## config.mk

```make
export PLATFORM = sky130hd
export DESIGN_NAME = pf_iod_lvds_rx_lane_train
export DESIGN_NICKNAME = d
export VERILOG_FILES = /design/src/rtl/pf_iod_lvds_rx_train_pkg.sv /design/src/rtl/pf_iod_lvds_rx_rot_match.sv /design/src/rtl/pf_iod_lvds_rx_lane_train.sv
export SDC_FILE = /design/constraint.sdc
export NUM_CORES = 1
export LEC_CHECK = 0
export ABC_AREA = 1
export CAP_MARGIN = 15
export CORE_ASPECT_RATIO = 0.75
export CORE_MARGIN = 5
export CORE_UTILIZATION = 45
export DETAILED_ROUTE_END_ITERATION = 8
export MAX_ROUTING_LAYER = met4
export REMOVE_ABC_BUFFERS = 1
export SKIP_CTS_REPAIR_TIMING = 1
export SYNTH_ARGS = -nofsm -noshare
export SYNTH_HDL_FRONTEND = slang
export SYNTH_HIERARCHICAL = 1
export SYNTH_SLANG_ARGS = --single-unit
```

## constraint.sdc

```tcl
create_clock -name FAB_CLK -period 3.4 [get_ports FAB_CLK]
set_clock_uncertainty 0.1 [all_clocks]
set_input_delay 0.51 -clock FAB_CLK [delete_from_list [all_inputs] [get_ports FAB_CLK]]
set_output_delay 0.51 -clock FAB_CLK [all_outputs]
set_load 0.02 [all_outputs]
```

## src/rtl/pf_iod_lvds_rx_train_pkg.sv

```systemverilog
// Shared types and helpers for the LVDS RX lane training controller.
package pf_iod_lvds_rx_train_pkg;

  typedef enum logic [3:0] {
    ST_IDLE,
    ST_LOAD,
    ST_SETTLE,
    ST_SAMPLE,
    ST_EVAL,
    ST_STEP,
    ST_CALC,
    ST_RELOAD,
    ST_RL_GAP,
    ST_RL_MOVE,
    ST_SETTLE2,
    ST_ALIGN,
    ST_SLIP,
    ST_DONE,
    ST_FAIL
  } train_state_t;

  localparam logic [1:0] ERR_NONE      = 2'd0;
  localparam logic [1:0] ERR_NO_WINDOW = 2'd1;
  localparam logic [1:0] ERR_NO_ALIGN  = 2'd2;

  function automatic int tap_w(input int n);
    return (n <= 2) ? 1 : $clog2(n);
  endfunction

  // States in which the controller is parked and will accept TRAIN_START.
  function automatic logic is_quiet(input train_state_t s);
    return (s == ST_IDLE) || (s == ST_DONE) || (s == ST_FAIL);
  endfunction

endpackage

```

## src/rtl/pf_iod_lvds_rx_rot_match.sv

```systemverilog
// Combinational compare of a deserialized word against a training pattern:
// any cyclic rotation of it, and exact equality.
module pf_iod_lvds_rx_rot_match #(
  parameter int                WORD_W  = 8,
  parameter logic [WORD_W-1:0] PATTERN = 8'h68
) (
  input  logic [WORD_W-1:0] data_i,
  output logic              any_rot_o,
  output logic              exact_o
);

  function automatic logic [WORD_W-1:0] rotl(input logic [WORD_W-1:0] v, input int r);
    logic [2*WORD_W-1:0] dbl;
    dbl = {v, v} << r;
    return dbl[2*WORD_W-1:WORD_W];
  endfunction

  always_comb begin
    any_rot_o = 1'b0;
    for (int r = 0; r < WORD_W; r++) begin
      if (data_i == rotl(PATTERN, r)) any_rot_o = 1'b1;
    end
  end

  assign exact_o = (data_i == PATTERN);

endmodule

```

## src/rtl/pf_iod_lvds_rx_lane_train.sv

```systemverilog
// LVDS RX lane trainer: sweeps the delay line, parks it at the centre of the
// widest clean window, then bit-slips until the word equals TRAIN_PATTERN.
module pf_iod_lvds_rx_lane_train
  import pf_iod_lvds_rx_train_pkg::*;
#(
  parameter int                WORD_W        = 8,
  parameter logic [WORD_W-1:0] TRAIN_PATTERN = 8'h68,
  parameter int                NUM_TAPS      = 128,
  parameter int                SETTLE_CYC    = 4,
  parameter int                MATCH_CNT     = 16,
  localparam int               TAP_W         = tap_w(NUM_TAPS)
) (
  input  logic              FAB_CLK,
  input  logic              ARST_N,
  // Single-cycle request, sampled only while the controller is parked
  // (IDLE/DONE/FAIL); pulses while TRAIN_BUSY is high are dropped.
  input  logic              TRAIN_START,
  input  logic [WORD_W-1:0] RX_DATA,
  input  logic              TX_DELAY_LINE_OUT_OF_RANGE,
  output logic              DELAY_LINE_LOAD,
  output logic              DELAY_LINE_MOVE,
  output logic              DELAY_LINE_DIRECTION,
  output logic              RX_BIT_SLIP,
  output logic              TRAIN_BUSY,
  output logic              TRAIN_DONE,
  output logic [1:0]        TRAIN_ERR,
  output logic [TAP_W-1:0]  TAP_CENTER,
  output logic [TAP_W:0]    WINDOW_WIDTH,
  output logic [3:0]        DBG_STATE
);

  localparam int SET_W = tap_w(SETTLE_CYC + 1);
  localparam int SMP_W = tap_w(2 * MATCH_CNT);
  localparam int GC_W  = tap_w(MATCH_CNT + 1);
  localparam int SL_W  = tap_w(WORD_W);

  localparam logic [TAP_W-1:0] LAST_TAP = TAP_W'(NUM_TAPS - 1);
  localparam logic [SET_W-1:0] SET_LAST = SET_W'(SETTLE_CYC - 1);
  localparam logic [SMP_W-1:0] SMP_LAST = SMP_W'(2 * MATCH_CNT - 1);
  localparam logic [GC_W-1:0]  GC_MAX   = GC_W'(MATCH_CNT);
  localparam logic [SL_W-1:0]  SL_MAX   = SL_W'(WORD_W - 1);
  localparam logic [TAP_W:0]   LEN_ONE  = {{TAP_W{1'b0}}, 1'b1};

  train_state_t      state_q, state_d;
  logic [TAP_W-1:0]  tap_q, tap_d;
  logic [SET_W-1:0]  settle_cnt_q, settle_cnt_d;
  logic [SMP_W-1:0]  samp_cnt_q, samp_cnt_d;
  logic [GC_W-1:0]   good_cnt_q, good_cnt_d;
  logic [WORD_W-1:0] prev_q;
  logic              tap_good_q, tap_good_d;
  logic              run_open_q, run_open_d;
  logic [TAP_W-1:0]  run_first_q, run_first_d;
  logic [TAP_W:0]    run_len_q, run_len_d;
  logic [TAP_W-1:0]  best_first_q, best_first_d;
  logic [TAP_W:0]    best_len_q, best_len_d;
  logic [TAP_W-1:0]  center_q, center_d;
  logic [TAP_W-1:0]  mv_cnt_q, mv_cnt_d;
  logic [SL_W-1:0]   slip_cnt_q, slip_cnt_d;
  logic              oor_seen_q, oor_seen_d;
  logic              done_q, done_d;
  logic [1:0]        err_q, err_d;
  logic [TAP_W-1:0]  tap_center_q, tap_center_d;
  logic [TAP_W:0]    win_width_q, win_width_d;
  logic              load_q, load_d;
  logic              move_q, move_d;
  logic              slip_q, slip_d;

  logic              any_match, exact_match;
  logic              word_ok, hit, reached, last_tap;
  logic [GC_W-1:0]   good_next;
  logic [TAP_W-1:0]  cur_first;
  logic [TAP_W:0]    cur_len;

  pf_iod_lvds_rx_rot_match #(
    .WORD_W  (WORD_W),
    .PATTERN (TRAIN_PATTERN)
  ) u_rot_match (
    .data_i    (RX_DATA),
    .any_rot_o (any_match),
    .exact_o   (exact_match)
  );

  always_ff @(posedge FAB_CLK or negedge ARST_N) begin
    if (!ARST_N) begin
      state_q      <= ST_IDLE;
      tap_q        <= '0;
      settle_cnt_q <= '0;
      samp_cnt_q   <= '0;
      good_cnt_q   <= '0;
      prev_q       <= '0;
      tap_good_q   <= 1'b0;
      run_open_q   <= 1'b0;
      run_first_q  <= '0;
      run_len_q    <= '0;
      best_first_q <= '0;
      best_len_q   <= '0;
      center_q     <= '0;
      mv_cnt_q     <= '0;
      slip_cnt_q   <= '0;
      oor_seen_q   <= 1'b0;
      done_q       <= 1'b0;
      err_q        <= ERR_NONE;
      tap_center_q <= '0;
      win_width_q  <= '0;
      load_q       <= 1'b0;
      move_q       <= 1'b0;
      slip_q       <= 1'b0;
    end else begin
      state_q      <= state_d;
      tap_q        <= tap_d;
      settle_cnt_q <= settle_cnt_d;
      samp_cnt_q   <= samp_cnt_d;
      good_cnt_q   <= good_cnt_d;
      prev_q       <= RX_DATA;
      tap_good_q   <= tap_good_d;
      run_open_q   <= run_open_d;
      run_first_q  <= run_first_d;
      run_len_q    <= run_len_d;
      best_first_q <= best_first_d;
      best_len_q   <= best_len_d;
      center_q     <= center_d;
      mv_cnt_q     <= mv_cnt_d;
      slip_cnt_q   <= slip_cnt_d;
      oor_seen_q   <= oor_seen_d;
      done_q       <= done_d;
      err_q        <= err_d;
      tap_center_q <= tap_center_d;
      win_width_q  <= win_width_d;
      load_q       <= load_d;
      move_q       <= move_d;
      slip_q       <= slip_d;
    end
  end

  // A word counts only when stable across two cycles; the sweep accepts any
  // rotation of the pattern, the alignment step only the exact pattern.
  always_comb begin
    word_ok   = (state_q == ST_ALIGN) ? exact_match : any_match;
    hit       = word_ok && (RX_DATA == prev_q);
    good_next = '0;
    if (hit) good_next = (good_cnt_q == GC_MAX) ? GC_MAX : good_cnt_q + 1'b1;
    reached   = (good_next == GC_MAX);
    last_tap  = (tap_q == LAST_TAP) || oor_seen_q || TX_DELAY_LINE_OUT_OF_RANGE;
    cur_first = run_first_q;
    cur_len   = run_len_q;
    if (tap_good_q) begin
      if (run_open_q) begin
        if (run_len_q != '1) cur_len = run_len_q + 1'b1;
      end else begin
        cur_first = tap_q;
        cur_len   = LEN_ONE;
      end
    end
  end

  always_comb begin
    state_d      = state_q;
    tap_d        = tap_q;
    settle_cnt_d = '0;
    samp_cnt_d   = '0;
    good_cnt_d   = '0;
    tap_good_d   = tap_good_q;
    run_open_d   = run_open_q;
    run_first_d  = run_first_q;
    run_len_d    = run_len_q;
    best_first_d = best_first_q;
    best_len_d   = best_len_q;
    center_d     = center_q;
    mv_cnt_d     = mv_cnt_q;
    slip_cnt_d   = slip_cnt_q;
    oor_seen_d   = oor_seen_q;
    done_d       = done_q;
    err_d        = err_q;
    tap_center_d = tap_center_q;
    win_width_d  = win_width_q;

    case (state_q)
      ST_IDLE, ST_DONE, ST_FAIL: begin
        if (TRAIN_START) state_d = ST_LOAD;
      end
      ST_LOAD: begin
        tap_d        = '0;
        run_open_d   = 1'b0;
        run_first_d  = '0;
        run_len_d    = '0;
        best_first_d = '0;
        best_len_d   = '0;
        oor_seen_d   = 1'b0;
        slip_cnt_d   = '0;
        done_d       = 1'b0;
        err_d        = ERR_NONE;
        tap_center_d = '0;
        win_width_d  = '0;
        state_d      = ST_SETTLE;
      end
      ST_SETTLE, ST_SETTLE2: begin
        if (state_q == ST_SETTLE) oor_seen_d = oor_seen_q | TX_DELAY_LINE_OUT_OF_RANGE;
        if (settle_cnt_q == SET_LAST) begin
          state_d = (state_q == ST_SETTLE) ? ST_SAMPLE : ST_ALIGN;
        end else begin
          settle_cnt_d = settle_cnt_q + 1'b1;
        end
      end
      ST_SAMPLE: begin
        oor_seen_d = oor_seen_q | TX_DELAY_LINE_OUT_OF_RANGE;
        good_cnt_d = good_next;
        if (reached) begin
          tap_good_d = 1'b1;
          state_d    = ST_EVAL;
        end else if (samp_cnt_q == SMP_LAST) begin
          tap_good_d = 1'b0;
          state_d    = ST_EVAL;
        end else begin
          samp_cnt_d = samp_cnt_q + 1'b1;
        end
      end
      ST_EVAL: begin
        // Runs close on a bad tap or at the end of the sweep; a strictly
        // longer run is needed to displace the earlier best window.
        if (!tap_good_q || last_tap) begin
          if (cur_len > best_len_q) begin
            best_first_d = cur_first;
            best_len_d   = cur_len;
          end
          run_open_d = 1'b0;
          run_len_d  = '0;
        end else begin
          run_open_d  = 1'b1;
          run_first_d = cur_first;
          run_len_d   = cur_len;
        end
        state_d = last_tap ? ST_CALC : ST_STEP;
      end
      ST_STEP: begin
        if (tap_q != LAST_TAP) tap_d = tap_q + 1'b1;
        state_d = ST_SETTLE;
      end
      ST_CALC: begin
        if (best_len_q == '0) begin
          err_d   = ERR_NO_WINDOW;
          state_d = ST_FAIL;
        end else begin
          center_d     = best_first_q + TAP_W'((best_len_q - 1'b1) >> 1);
          tap_center_d = best_first_q + TAP_W'((best_len_q - 1'b1) >> 1);
          win_width_d  = best_len_q;
          state_d      = ST_RELOAD;
        end
      end
      ST_RELOAD: begin
        tap_d      = '0;
        mv_cnt_d   = '0;
        slip_cnt_d = '0;
        state_d    = (center_q == '0) ? ST_SETTLE2 : ST_RL_GAP;
      end
      ST_RL_GAP: state_d = ST_RL_MOVE;
      ST_RL_MOVE: begin
        if (tap_q != LAST_TAP) tap_d = tap_q + 1'b1;
        mv_cnt_d = mv_cnt_q + 1'b1;
        state_d  = (mv_cnt_q + 1'b1 == center_q) ? ST_SETTLE2 : ST_RL_GAP;
      end
      ST_ALIGN: begin
        good_cnt_d = good_next;
        if (reached) begin
          done_d  = 1'b1;
          state_d = ST_DONE;
        end else if (samp_cnt_q == SMP_LAST) begin
          if (slip_cnt_q != SL_MAX) begin
            slip_cnt_d = slip_cnt_q + 1'b1;
            state_d    = ST_SLIP;
          end else begin
            err_d   = ERR_NO_ALIGN;
            state_d = ST_FAIL;
          end
        end else begin
          samp_cnt_d = samp_cnt_q + 1'b1;
        end
      end
      ST_SLIP: state_d = ST_SETTLE2;
      default: state_d = ST_IDLE;
    endcase

    // Pulses are registered against the next state so each one is high for
    // exactly the cycle its owning state occupies; states never overlap.
    load_d = (state_d == ST_LOAD) || (state_d == ST_RELOAD);
    move_d = (state_d == ST_STEP) || (state_d == ST_RL_MOVE);
    slip_d = (state_d == ST_SLIP);
  end

  assign DELAY_LINE_LOAD      = load_q;
  assign DELAY_LINE_MOVE      = move_q;
  assign DELAY_LINE_DIRECTION = move_q;
  assign RX_BIT_SLIP          = slip_q;
  assign TRAIN_BUSY           = !is_quiet(state_q);
  assign TRAIN_DONE           = done_q;
  assign TRAIN_ERR            = err_q;
  assign TAP_CENTER           = tap_center_q;
  assign WINDOW_WIDTH         = win_width_q;
  assign DBG_STATE            = state_q;

endmodule

```

# ---- Word level (Yosys, flattened, before mapping)
# Cells that the tools add are included.
dict set report totals {
  wordCells 191
  in_bits 12
  out_inout_bits 27
  regBits 103
}
dict set report op_classes {
  n_reduce_logical 38
  bitwise_logic 2
  order_cmp 1
  add_sub_neg 9
  n_mux 69
  eq_ne 49
}
# cell count
set op_table {}
lappend op_table {{$pmux W7 S2} 5}
lappend op_table {{$mux W8} 7}
lappend op_table {{$mux W7} 7}
lappend op_table {{$pmux W8 S2} 3}
lappend op_table {{$pmux W4 S11} 1}
lappend op_table {{$eq A4 B4 Y1 const B} 9}
lappend op_table {{$mux W4} 8}
lappend op_table {{$mux W5} 6}
lappend op_table {{$eq A4 B3 Y1 const B} 6}
lappend op_table {{$eq A8 B8 Y1 const B} 3}
lappend op_table {{$ne A2 B2 Y1 const B} 9}
lappend op_table {{$eq A8 B7 Y1 const B} 2}
lappend op_table {{$mux W2} 8}
lappend op_table {{$eq A5 B5 Y1 const B} 3}
lappend op_table {{$mux W3} 5}
lappend op_table {{$add A7 B1 Y7 const B} 2}
lappend op_table {{$mux W1} 14}
lappend op_table {{$reduce_and A2 Y1} 7}
lappend op_table {{$reduce_bool A2 Y1} 7}
lappend op_table {{$add A5 B1 Y5 const B} 2}
lappend op_table {{$reduce_or A2 Y1} 5}
lappend op_table {{$add A8 B1 Y8 const B} 1}
lappend op_table {{$eq A4 B1 Y1 const B} 2}
lappend op_table {{$eq A4 B2 Y1 const B} 2}
lappend op_table {{other kinds (32)} 44}

# ---- Longest topological paths before layout
# Gate-level depths: netlist of the first run.
dict set report logic_depth {
  word_depth 17
  mapped_depth 22
}

# ---- Cells and area by module
# The synthesis of the first run kept the hierarchy.
# module seq_area_each_um2 instances area_per_inst_um2 cells_each
set by_module_without_submodules {}
lappend by_module_without_submodules {pf_iod_lvds_rx_lane_train 2577.5 1 5510.3 660}
lappend by_module_without_submodules {pf_iod_lvds_rx_rot_match 0.0 1 227.7 56}

# ---- Least setup slack after synthesis of the first run
# OpenSTA, ideal clock, no wires.
dict set report synth_path {
  kind {reg-to-reg}
  startpoint {register run_len_q[0]}
  endpoint {register best_len_q[0]}
  arrival_time_ns 2.620
  setup_ns 0.130
  path_stages_with_launch 21
  slack_ns 0.550
  cell_sequence {dfrtp_1 > ha_1 > nand4_1 > nand2_1 > inv_1 > nand2_1 > nor2_1 > nand3_1 > nand2_1 > nor2_1 > ha_1 > nand2_1 > nor2_1 > nand2_1 > o211ai_1 > o21ai_0 > o21ai_1 > nand2_2 > inv_2 > buf_2 > o22ai_1}
}
dict set report synth_between {
  elab_chain_cells 7
}
# item line_no
set synth_rtl {}
lappend synth_rtl {{start, declared} pf_iod_lvds_rx_lane_train.sv:53} ;# logic [TAP_W:0] run_len_q, run_len_d;
lappend synth_rtl {{start signal, assigned} pf_iod_lvds_rx_lane_train.sv:118} ;# run_len_q <= run_len_d;
lappend synth_rtl {{$add A8 B1 Y8 / $ne A8 B8 Y1 (equally long branches)} pf_iod_lvds_rx_lane_train.sv:148} ;# if (run_len_q != '1) cur_len = run_len_q + 1'b1;
lappend synth_rtl {{$mux W8} pf_iod_lvds_rx_lane_train.sv:148}
lappend synth_rtl {{$mux W8} pf_iod_lvds_rx_lane_train.sv:147} ;# if (run_open_q) begin
lappend synth_rtl {{$mux W8 *} pf_iod_lvds_rx_lane_train.sv:146} ;# if (tap_good_q) begin
lappend synth_rtl {{$gt A8 B8 Y1 / $mux W8 (equally long branches)} pf_iod_lvds_rx_lane_train.sv:221} ;# if (cur_len > best_len_q) begin
lappend synth_rtl {{$ne A2 B2 Y1 (no source line) / $mux W8 (equally long branches)} --}
lappend synth_rtl {{$reduce_and A3 Y1 (no source line) / $pmux W8 S2 (equally long branches)} --}
lappend synth_rtl {{end signal, assigned} pf_iod_lvds_rx_lane_train.sv:120} ;# best_len_q <= best_len_d;
lappend synth_rtl {{end, declared} pf_iod_lvds_rx_lane_train.sv:55} ;# logic [TAP_W:0] best_len_q, best_len_d;
# Every way passes the cells marked *; elsewhere a longest branch is shown, timed or not. The select of a mux whose other input is x is not followed.
# A chain may end at the register's enable or synchronous reset.

# ---- Final worst setup path of the first run
dict set report layout_path {
  startpoint {register run_len_q[0]}
  endpoint {register best_len_q[6]}
}
# Same word-level chain as after synthesis.

==> report_table.html, run 1 <==
<table>
<tr><th>Metric</th><th>Value</th></tr>
<tr><th colspan="2">Outcome</th></tr>
<tr><td>Status</td><td>finished, final reports clean</td></tr>
<tr><th colspan="2">Routing</th></tr>
<tr><td>Average via count per standard cell</td><td>5.205</td></tr>
<tr><td>DRC violation count after routing</td><td>0</td></tr>
<tr><td>Average routed wire per standard cell</td><td>between 10 and 15 µm</td></tr>
<tr><td>1st-iter DRT viols</td><td>267</td></tr>
<tr><td>Number of iterations in the first detailed-routing pass</td><td>8</td></tr>
<tr><td>Total vias in the final route</td><td>4867</td></tr>
<tr><td>Remaining number of nets flagged by the antenna check after routing</td><td>0</td></tr>
<tr><td>Routed Wire Length</td><td>13.58 mm</td></tr>
<tr><th colspan="2">Clocking</th></tr>
<tr><td>CTS Root Buffer Type</td><td>clkbuf_16</td></tr>
<tr><td>Clock sink count</td><td>103</td></tr>
<tr><td>Source-to-sink clock delay at the later pin of the worst-skew pair</td><td>between 0.3 and 0.4 ns</td></tr>
<tr><td>Clock H-tree levels</td><td>3</td></tr>
<tr><td>Clock tree from TritonCTS</td><td>built</td></tr>
<tr><td>Maximum root-to-sink buffer count</td><td>2</td></tr>
<tr><td>TritonCTS Buffers</td><td>9</td></tr>
<tr><td>Post-CTS clock slew at the launch and capture registers of the worst setup and hold paths</td><td>0.07 ns</td></tr>
<tr><th colspan="2">Yosys</th></tr>
<tr><td>Count of mapped cells out of synthesis</td><td>716</td></tr>
<tr><td>Biggest area contributors in the synthesized netlist</td><td>dfrtp_1 (45%), nand2_1 (11%), inv_1 (6.1%), ha_1 (5.5%), o21ai_0 (4.6%)</td></tr>
<tr><td>Number of different library cells in the post-synthesis netlist</td><td>38</td></tr>
<tr><td>Share of flip-flops with an asynchronous set or reset</td><td>100.0%</td></tr>
<tr><td>Synth cell count leaders</td><td>nand2_1 (165), dfrtp_1 (103), inv_1 (94)</td></tr>
<tr><td>Area share of the largest cell type after synthesis</td><td>~45%</td></tr>
<tr><td>Ys Warns</td><td>6</td></tr>
<tr><td>Dominant cell by count in the synthesized netlist</td><td>nand2_1</td></tr>
<tr><td>Avg Inst Size Synth</td><td>8.014 µm²</td></tr>
<tr><td>Dominant cell type by area after synthesis</td><td>dfrtp_1</td></tr>
<tr><td>Proportion of synthesized chip area in sequential cells</td><td>~45%</td></tr>
<tr><td>Total standard cell area after synthesis</td><td>roughly 5700 µm²</td></tr>
<tr><td>FF+latch count, synth</td><td>103</td></tr>
<tr><td>Number of enable flip-flop cells after synthesis</td><td>0</td></tr>
<tr><td>Most used DFF post-synth</td><td>dfrtp_1</td></tr>
<tr><th colspan="2">Global routing</th></tr>
<tr><td>Antenna violations before repair</td><td>0</td></tr>
<tr><td>GRT Resource Usage Total</td><td>19.29%</td></tr>
<tr><td>Met1 GRT Util</td><td>27.85%</td></tr>
<tr><td>Global routing usage on met3</td><td>under 10%</td></tr>
<tr><td>Largest net degree at the start of global routing</td><td>53</td></tr>
<tr><td>GR peak layer</td><td>met2</td></tr>
<tr><td>Aggregate global routing overflow</td><td>0</td></tr>
<tr><td>Met2 usage in global routing</td><td>between 20% and 30%</td></tr>
<tr><td>Wire length of the first global-routing pass</td><td>23.05 mm</td></tr>
<tr><td>Vias in the first global route</td><td>around 4600</td></tr>
<tr><th colspan="2">Floorplanning</th></tr>
<tr><td>Total number of placement rows</td><td>35</td></tr>
<tr><td>Die Span X</td><td>140.4 µm</td></tr>
<tr><td>Core region area</td><td>12390 µm²</td></tr>
<tr><td>Starting Density</td><td>46.30%</td></tr>
<tr><td>Count of pins on the block boundary</td><td>39</td></tr>
<tr><td>DIE AREA</td><td>15130 µm²</td></tr>
<tr><td>Die H</td><td>between 100 and 150 µm</td></tr>
<tr><th colspan="2">Cells and area</th></tr>
<tr><td>Total of fill cells in the finished design</td><td>around 1100</td></tr>
<tr><td>Share of layout cells above drive strength 1</td><td>9.623%</td></tr>
<tr><td>Utilization after layout</td><td>53.56%</td></tr>
<tr><td>Number of antenna repair diodes</td><td>0</td></tr>
<tr><td>Final layout net count</td><td>802</td></tr>
<tr><td>Area grow syn2layout</td><td>15.68%</td></tr>
<tr><td>Post-Layout Inst Area</td><td>6638 µm²</td></tr>
<tr><th colspan="2">Timing</th></tr>
<tr><td>Relative slew slack</td><td>53.63%</td></tr>
<tr><td>Final worst path period need</td><td>around 3.1 ns</td></tr>
<tr><td>Worst setup slack after layout</td><td>0.2947 ns</td></tr>
<tr><td>Least-Margin Pin Slew</td><td>between 0.6 and 0.7 ns</td></tr>
<tr><td>Hold violation total from the final report</td><td>0</td></tr>
<tr><td>Number of endpoints failing setup at the final stage</td><td>0</td></tr>
<tr><td>Final number of max-transition violations</td><td>0</td></tr>
<tr><td>Setup tns final</td><td>0 ns</td></tr>
<tr><td>Post-route fraction of the period consumed by the critical path</td><td>91.33%</td></tr>
<tr><td>Peak clock frequency supported by timing</td><td>0.3220 GHz</td></tr>
<tr><th colspan="2">Worst setup path</th></tr>
<tr><td>Reg2Reg Capture Point</td><td>best_len_q[6]</td></tr>
<tr><td>Cell depth of the worst flop-to-flop path</td><td>18</td></tr>
<tr><td>Signal arrival time at the worst endpoint</td><td>between 3 and 4 ns</td></tr>
<tr><td>Reg-to-reg startpoint</td><td>run_len_q[0]</td></tr>
<tr><td>Category of the critical setup timing path</td><td>flop to flop</td></tr>
<tr><td>Startpoint type of the worst setup path</td><td>flop</td></tr>
<tr><td>Reg-to-reg slack, setup</td><td>roughly 0.29 ns</td></tr>
<tr><td>Largest fanout of any net on the critical path</td><td>7</td></tr>
<tr><td>Worst endpoint required time</td><td>3.56 ns</td></tr>
<tr><td>Nature of the critical path endpoint</td><td>flop</td></tr>
<tr><th colspan="2">Placed design</th></tr>
<tr><td>Setup slack after placement</td><td>0.1860 ns</td></tr>
<tr><td>DP Area</td><td>6334 µm²</td></tr>
<tr><td>Placer congestion estimate</td><td>0.8775</td></tr>
<tr><td>Detailed Place HPWL</td><td>10.13 mm</td></tr>
<tr><td>Port buffer count</td><td>38</td></tr>
<tr><th colspan="2">Flow run</th></tr>
<tr><td>Max-cap violations</td><td>0</td></tr>
<tr><th colspan="2">Power</th></tr>
<tr><td>Static Leak</td><td>~3.3 nW</td></tr>
<tr><td>Total power per unit cell area</td><td>between 600 and 700 nW/µm²</td></tr>
<tr><td>Worst voltage drop across the vdd grid</td><td>around 0.29 mV</td></tr>
<tr><td>Post-route total power</td><td>0.004217 W</td></tr>
<tr><th colspan="2">Min path</th></tr>
<tr><td>Worst hold path type</td><td>primary input to async pin</td></tr>
</table>
==> per-stage QoR <==
step                std cells  hold slack (ns)
finish                    935          0.08955
CTS                       935           0.1173
floorplan                 708           0.1144
detailed placement        919           0.3422
global placement          919           0.3295
global route              935           0.1541
==> kinds of logic (layout without fill, tap and decap cells) <==
kind of cell | after synthesis | after routing | share of synthesized area [%]
simple gates | 329 | 329 | 25.80
compound gates | 114 | 114 | 10.79
buf+inv | 112 | 165 | 7.545
flops | 103 | 103 | 44.92
fa+ha+maj | 26 | 26 | 5.800
xor+xnor | 26 | 26 | 3.969
mux | 6 | 6 | 1.177
==> state kept, by name (all words and copies together) (netlist names), 8 cells and up <==
| name | count |
|---|---|
| WINDOW_WIDTH | 8 |
| best_len_q | 8 |
| prev_q | 8 |
| run_len_q | 8 |
==> where the power goes <==
group	internal, W	switching, W	leakage (nW)
Sequential	0.00142	0.000182	1.39
Combinational	0.000592	0.00103	1.75
Clock	0.000506	0.000494	0.134
Total	0.00252	0.00170	3.27
==> cell usage in the layout, fill, tap and decap left out, types with 4 or more instances in the layout <==
cell type | synthesis | layout
nand2_1 | 165 | 165
o22ai_1 | 16 | 16
dfrtp_1 | 103 | 103
nand4_1 | 7 | 7
nand2_2 | 11 | 10
xor2_1 | 14 | 14
or2_2 | 4 | 4
buf_4 | 1 | 8
nand2_4 | 4 | 5
mux2_2 | 6 | 6
nor2_2 | 4 | 5
ha_1 | 25 | 25
o211ai_1 | 6 | 6
nor3_1 | 15 | 14
a21oi_1 | 33 | 33
xnor2_1 | 12 | 12
clkbuf_16 | 0 | 9
nor2_1 | 63 | 62
inv_1 | 94 | 94
nand3_1 | 41 | 41
clkdlybuf4s50_1 | 0 | 37
nor4_1 | 4 | 4
inv_2 | 10 | 9
o21ai_0 | 53 | 51
==> worst max path at each step <==
stage | startpoint | end | slack [ns] | cells past startpoint
floorplan | tap_good_q | best_len_q[5] | 0.61 | 15
global placement | run_len_q[4] | best_first_q[1] | 0.29 | 19
detailed placement | run_len_q[4] | best_len_q[6] | 0.19 | 20
CTS | run_len_q[4] | best_first_q[1] | 0.13 | 21
global route | run_len_q[0] | best_len_q[2] | -0.005 | 18
finish | run_len_q[0] | best_len_q[6] | 0.29 | 18
==> critical path: stages, from the launching register on <==
cell and delay, ns:
dfrtp_1 0.38, ha_1 0.23, nand4_1 0.13, nand2_1 0.09, inv_1 0.15, nand2_1 0.09
nor2_1 0.17, nand3_1 0.09, nand2_1 0.08, nor2_2 0.06, ha_1 0.29, nand2_1 0.06
nor2_1 0.12, nand2_1 0.08, o211ai_1 0.08, o21ai_0 0.13, o21ai_2 0.22, nand2_1 0.22
o22ai_1 0.24
==> layer usage <==
layer / vias up / part of all wire (%)
li1: 2424 / -
met1: 2290 / 50
met2: 139 / 44
met3: 14 / 5.1
met4: 0 / 1.7
met5: - / 0
==> area by class of cell <==
| type | count | area [µm²] | area share [%] |
|---|---|---|---|
| clock buffers | 9 | 225.2 | 3.393 |
| well taps | 166 | 207.7 | 3.129 |
| inverters | 104 | 395.4 | 5.957 |
| multi-input cells | 501 | 2744 | 41.34 |
| repair buffers | 45 | 430.4 | 6.484 |
| clock inverters | 7 | 57.56 | 0.8671 |
| flip-flops and latches | 103 | 2577 | 38.83 |
Note: power is estimated with default switching activity, not from simulation.
==> run 2: changes to the inputs <==
Settings changed: CAP_MARGIN 15 to 30, CORE_UTILIZATION 45 to 59, PLACE_DENSITY set to 0.8.
==> report_table.html, run 2 (synthesis gave the netlist of run 1 again) <==
<table>
<tr><th>Metric</th><th>Value</th></tr>
<tr><th colspan="2">Outcome</th></tr>
<tr><td>Status</td><td>finished, final reports clean</td></tr>
<tr><th colspan="2">Worst setup path</th></tr>
<tr><td>Reg-to-reg slack, setup</td><td>0.23 ns</td></tr>
<tr><td>Signal arrival time at the worst endpoint</td><td>3.32 ns</td></tr>
<tr><td>Startpoint type of the worst setup path</td><td>flop</td></tr>
<tr><td>Nature of the critical path endpoint</td><td>flop</td></tr>
<tr><td>Largest fanout of any net on the critical path</td><td>8</td></tr>
<tr><td>Cell depth of the worst flop-to-flop path</td><td>20</td></tr>
<tr><td>Worst endpoint required time</td><td>3.55 ns</td></tr>
<tr><td>Reg2Reg Capture Point</td><td>best_first_q[6]</td></tr>
<tr><td>Category of the critical setup timing path</td><td>flop to flop</td></tr>
<tr><td>Reg-to-reg startpoint</td><td>run_len_q[4]</td></tr>
<tr><th colspan="2">Global routing</th></tr>
<tr><td>Vias in the first global route</td><td>4573</td></tr>
<tr><td>Largest net degree at the start of global routing</td><td>104</td></tr>
<tr><td>GR peak layer</td><td>met2</td></tr>
<tr><td>Global routing usage on met3</td><td>6.465%</td></tr>
<tr><td>GRT Resource Usage Total</td><td>24.24%</td></tr>
<tr><td>Antenna violations before repair</td><td>0</td></tr>
<tr><td>Met2 usage in global routing</td><td>37.70%</td></tr>
<tr><td>Aggregate global routing overflow</td><td>0</td></tr>
<tr><td>Met1 GRT Util</td><td>32.38%</td></tr>
<tr><td>Wire length of the first global-routing pass</td><td>roughly 22 mm</td></tr>
<tr><th colspan="2">Clocking</th></tr>
<tr><td>Source-to-sink clock delay at the later pin of the worst-skew pair</td><td>0.35 ns</td></tr>
<tr><td>Maximum root-to-sink buffer count</td><td>2</td></tr>
<tr><td>Post-CTS clock slew at the launch and capture registers of the worst setup and hold paths</td><td>0.07 ns</td></tr>
<tr><td>Clock tree from TritonCTS</td><td>built</td></tr>
<tr><td>TritonCTS Buffers</td><td>9</td></tr>
<tr><td>CTS Root Buffer Type</td><td>clkbuf_16</td></tr>
<tr><td>Clock H-tree levels</td><td>3</td></tr>
<tr><td>Clock sink count</td><td>103</td></tr>
<tr><th colspan="2">Cells and area</th></tr>
<tr><td>Total of fill cells in the finished design</td><td>750</td></tr>
<tr><td>Final layout net count</td><td>805</td></tr>
<tr><td>Non-filler instance count after layout</td><td>903</td></tr>
<tr><td>Number of antenna repair diodes</td><td>0</td></tr>
<tr><td>Area grow syn2layout</td><td>16.27%</td></tr>
<tr><td>Utilization after layout</td><td>slightly below 70%</td></tr>
<tr><td>Commonest non-fill, non-tap cell in the layout</td><td>nand2_1</td></tr>
<tr><td>Most frequent cells in the layout</td><td>nand2_1 (165), dfrtp_1 (103), inv_1 (93)</td></tr>
<tr><td>Share of layout cells above drive strength 1</td><td>9.728%</td></tr>
<tr><th colspan="2">Power</th></tr>
<tr><td>Share of power burned in registers</td><td>36.1%</td></tr>
<tr><td>Combinational share of power</td><td>around 37%</td></tr>
<tr><td>Total power per unit cell area</td><td>659.1 nW/µm²</td></tr>
<tr><td>Static Leak</td><td>about 3.3 nW</td></tr>
<tr><td>Post-route total power</td><td>between 0.004 and 0.005 W</td></tr>
<tr><td>Worst voltage drop across the vdd grid</td><td>0.3031 mV</td></tr>
<tr><td>Sw Ratio</td><td>37.57%</td></tr>
<tr><td>Power dissipated by switching net loads</td><td>0.001652 W</td></tr>
<tr><td>Clk pwr share</td><td>roughly a quarter</td></tr>
<tr><td>Internal Dissipation</td><td>around 0.0027 W</td></tr>
<tr><th colspan="2">Floorplanning</th></tr>
<tr><td>Die Span X</td><td>approximately 120 µm</td></tr>
<tr><td>Starting Density</td><td>59.89%</td></tr>
<tr><td>DIE AREA</td><td>11820 µm²</td></tr>
<tr><td>Die H</td><td>95.41 µm</td></tr>
<tr><td>Total number of placement rows</td><td>31</td></tr>
<tr><td>Core region area</td><td>9580 µm²</td></tr>
<tr><td>Count of pins on the block boundary</td><td>39</td></tr>
<tr><th colspan="2">Routing</th></tr>
<tr><td>DRC violation count after routing</td><td>0</td></tr>
<tr><td>Routed Wire Length</td><td>about 13 mm</td></tr>
<tr><td>Total vias in the final route</td><td>~5000</td></tr>
<tr><td>1st-iter DRT viols</td><td>roughly 460</td></tr>
<tr><td>Number of iterations in the first detailed-routing pass</td><td>6</td></tr>
<tr><td>Average via count per standard cell</td><td>5.435</td></tr>
<tr><td>Average routed wire per standard cell</td><td>between 10 and 15 µm</td></tr>
<tr><td>Remaining number of nets flagged by the antenna check after routing</td><td>0</td></tr>
<tr><th colspan="2">Timing</th></tr>
<tr><td>Final worst path period need</td><td>3.170 ns</td></tr>
<tr><td>Number of endpoints failing setup at the final stage</td><td>0</td></tr>
<tr><td>Fin Hold WS</td><td>roughly 0.10 ns</td></tr>
<tr><td>Least-Margin Pin Slew</td><td>0.5513 ns</td></tr>
<tr><td>RSZ-0062 raised after global routing</td><td>false</td></tr>
<tr><td>Post-route fraction of the period consumed by the critical path</td><td>93.23%</td></tr>
<tr><td>Hold violation total from the final report</td><td>0</td></tr>
<tr><td>Final number of max-transition violations</td><td>0</td></tr>
<tr><td>Peak clock frequency supported by timing</td><td>approximately 0.32 GHz</td></tr>
<tr><td>Relative slew slack</td><td>~63%</td></tr>
<tr><td>Setup tns final</td><td>0 ns</td></tr>
<tr><th colspan="2">Flow run</th></tr>
<tr><td>Max-cap violations</td><td>0</td></tr>
<tr><th colspan="2">Min path</th></tr>
<tr><td>Worst hold path type</td><td>primary input to async pin</td></tr>
<tr><th colspan="2">Placed design</th></tr>
<tr><td>Cell total after placement</td><td>884</td></tr>
<tr><td>Placer congestion estimate</td><td>0.9555</td></tr>
<tr><td>Port buffer count</td><td>38</td></tr>
<tr><td>Detailed Place HPWL</td><td>between 9 and 10 mm</td></tr>
</table>
==> run 2: layer usage <==
metal	up-vias	routed length [µm]
li1	2425	-
met1	2306	6005
met2	166	6145
met3	11	866
met4	0	104
met5	-	0
==> run 2: worst max-delay path: stages, from the launching register on <==
cell	delay [ns]
dfrtp_1	0.37
inv_1	0.09
nor3_2	0.21
nand4_1	0.16
nand2_1	0.16
nor2_1	0.08
nand2_1	0.09
o21ai_0	0.10
nand3_1	0.18
inv_1	0.07
ha_1	0.27
nand2_1	0.06
nor2_1	0.13
nand2_1	0.07
o211ai_1	0.08
o21ai_0	0.13
o21ai_1	0.24
nand2_2	0.19
buf_4	0.18
nand2_1	0.06
nand2_1	0.05
==> run 2: area by class of cell <==
type / count / area (µm²) / share of cell area (%)
flip-flops and latches: 103 / 2577 / 38.63
clock buffers: 10 / 229.0 / 3.432
inverters: 104 / 395.4 / 5.926
repair buffers: 47 / 457.9 / 6.864
well taps: 132 / 165.2 / 2.476
repair inverters: 1 / 5.005 / 0.07502
clock inverters: 5 / 106.4 / 1.594
multi-input cells: 501 / 2735 / 41.00
==> run 2: worst max path at each step <==
stage                       startpoint               to  slack (ns)  cells after the start
after global routing      run_len_q[4]  best_first_q[0]        0.03                     20
after floorplan             tap_good_q    best_len_q[5]        0.61                     15
after CTS                 run_len_q[4]    best_len_q[0]        0.14                     19
final                     run_len_q[4]  best_first_q[6]        0.23                     20
after global placement    run_len_q[4]    best_len_q[5]        0.38                     19
after detailed placement  run_len_q[4]    best_len_q[0]        0.17                     19
==> run 2: power groups by stage <==
stage / combinational [W] / sequential, W / clock [W]
after detailed placement: 0.00160 / 0.00161 / 0
after global placement: 0.00154 / 0.00160 / 0
final: 0.00164 / 0.00159 / 0.00117
after CTS: 0.00160 / 0.00159 / 0.00119
after floorplan: 0.00102 / 0.00166 / 0
after global routing: 0.00182 / 0.00161 / 0.00124
==> run 2: metrics by stage <==
stage | setup WS, ns | instance area [µm²]
after floorplan | 0.6108 | 5695
after global placement | 0.3805 | 6296
after detailed placement | 0.1702 | 6296
after CTS | 0.1423 | 6631
after global routing | 0.02536 | 6671
final | 0.2303 | 6671
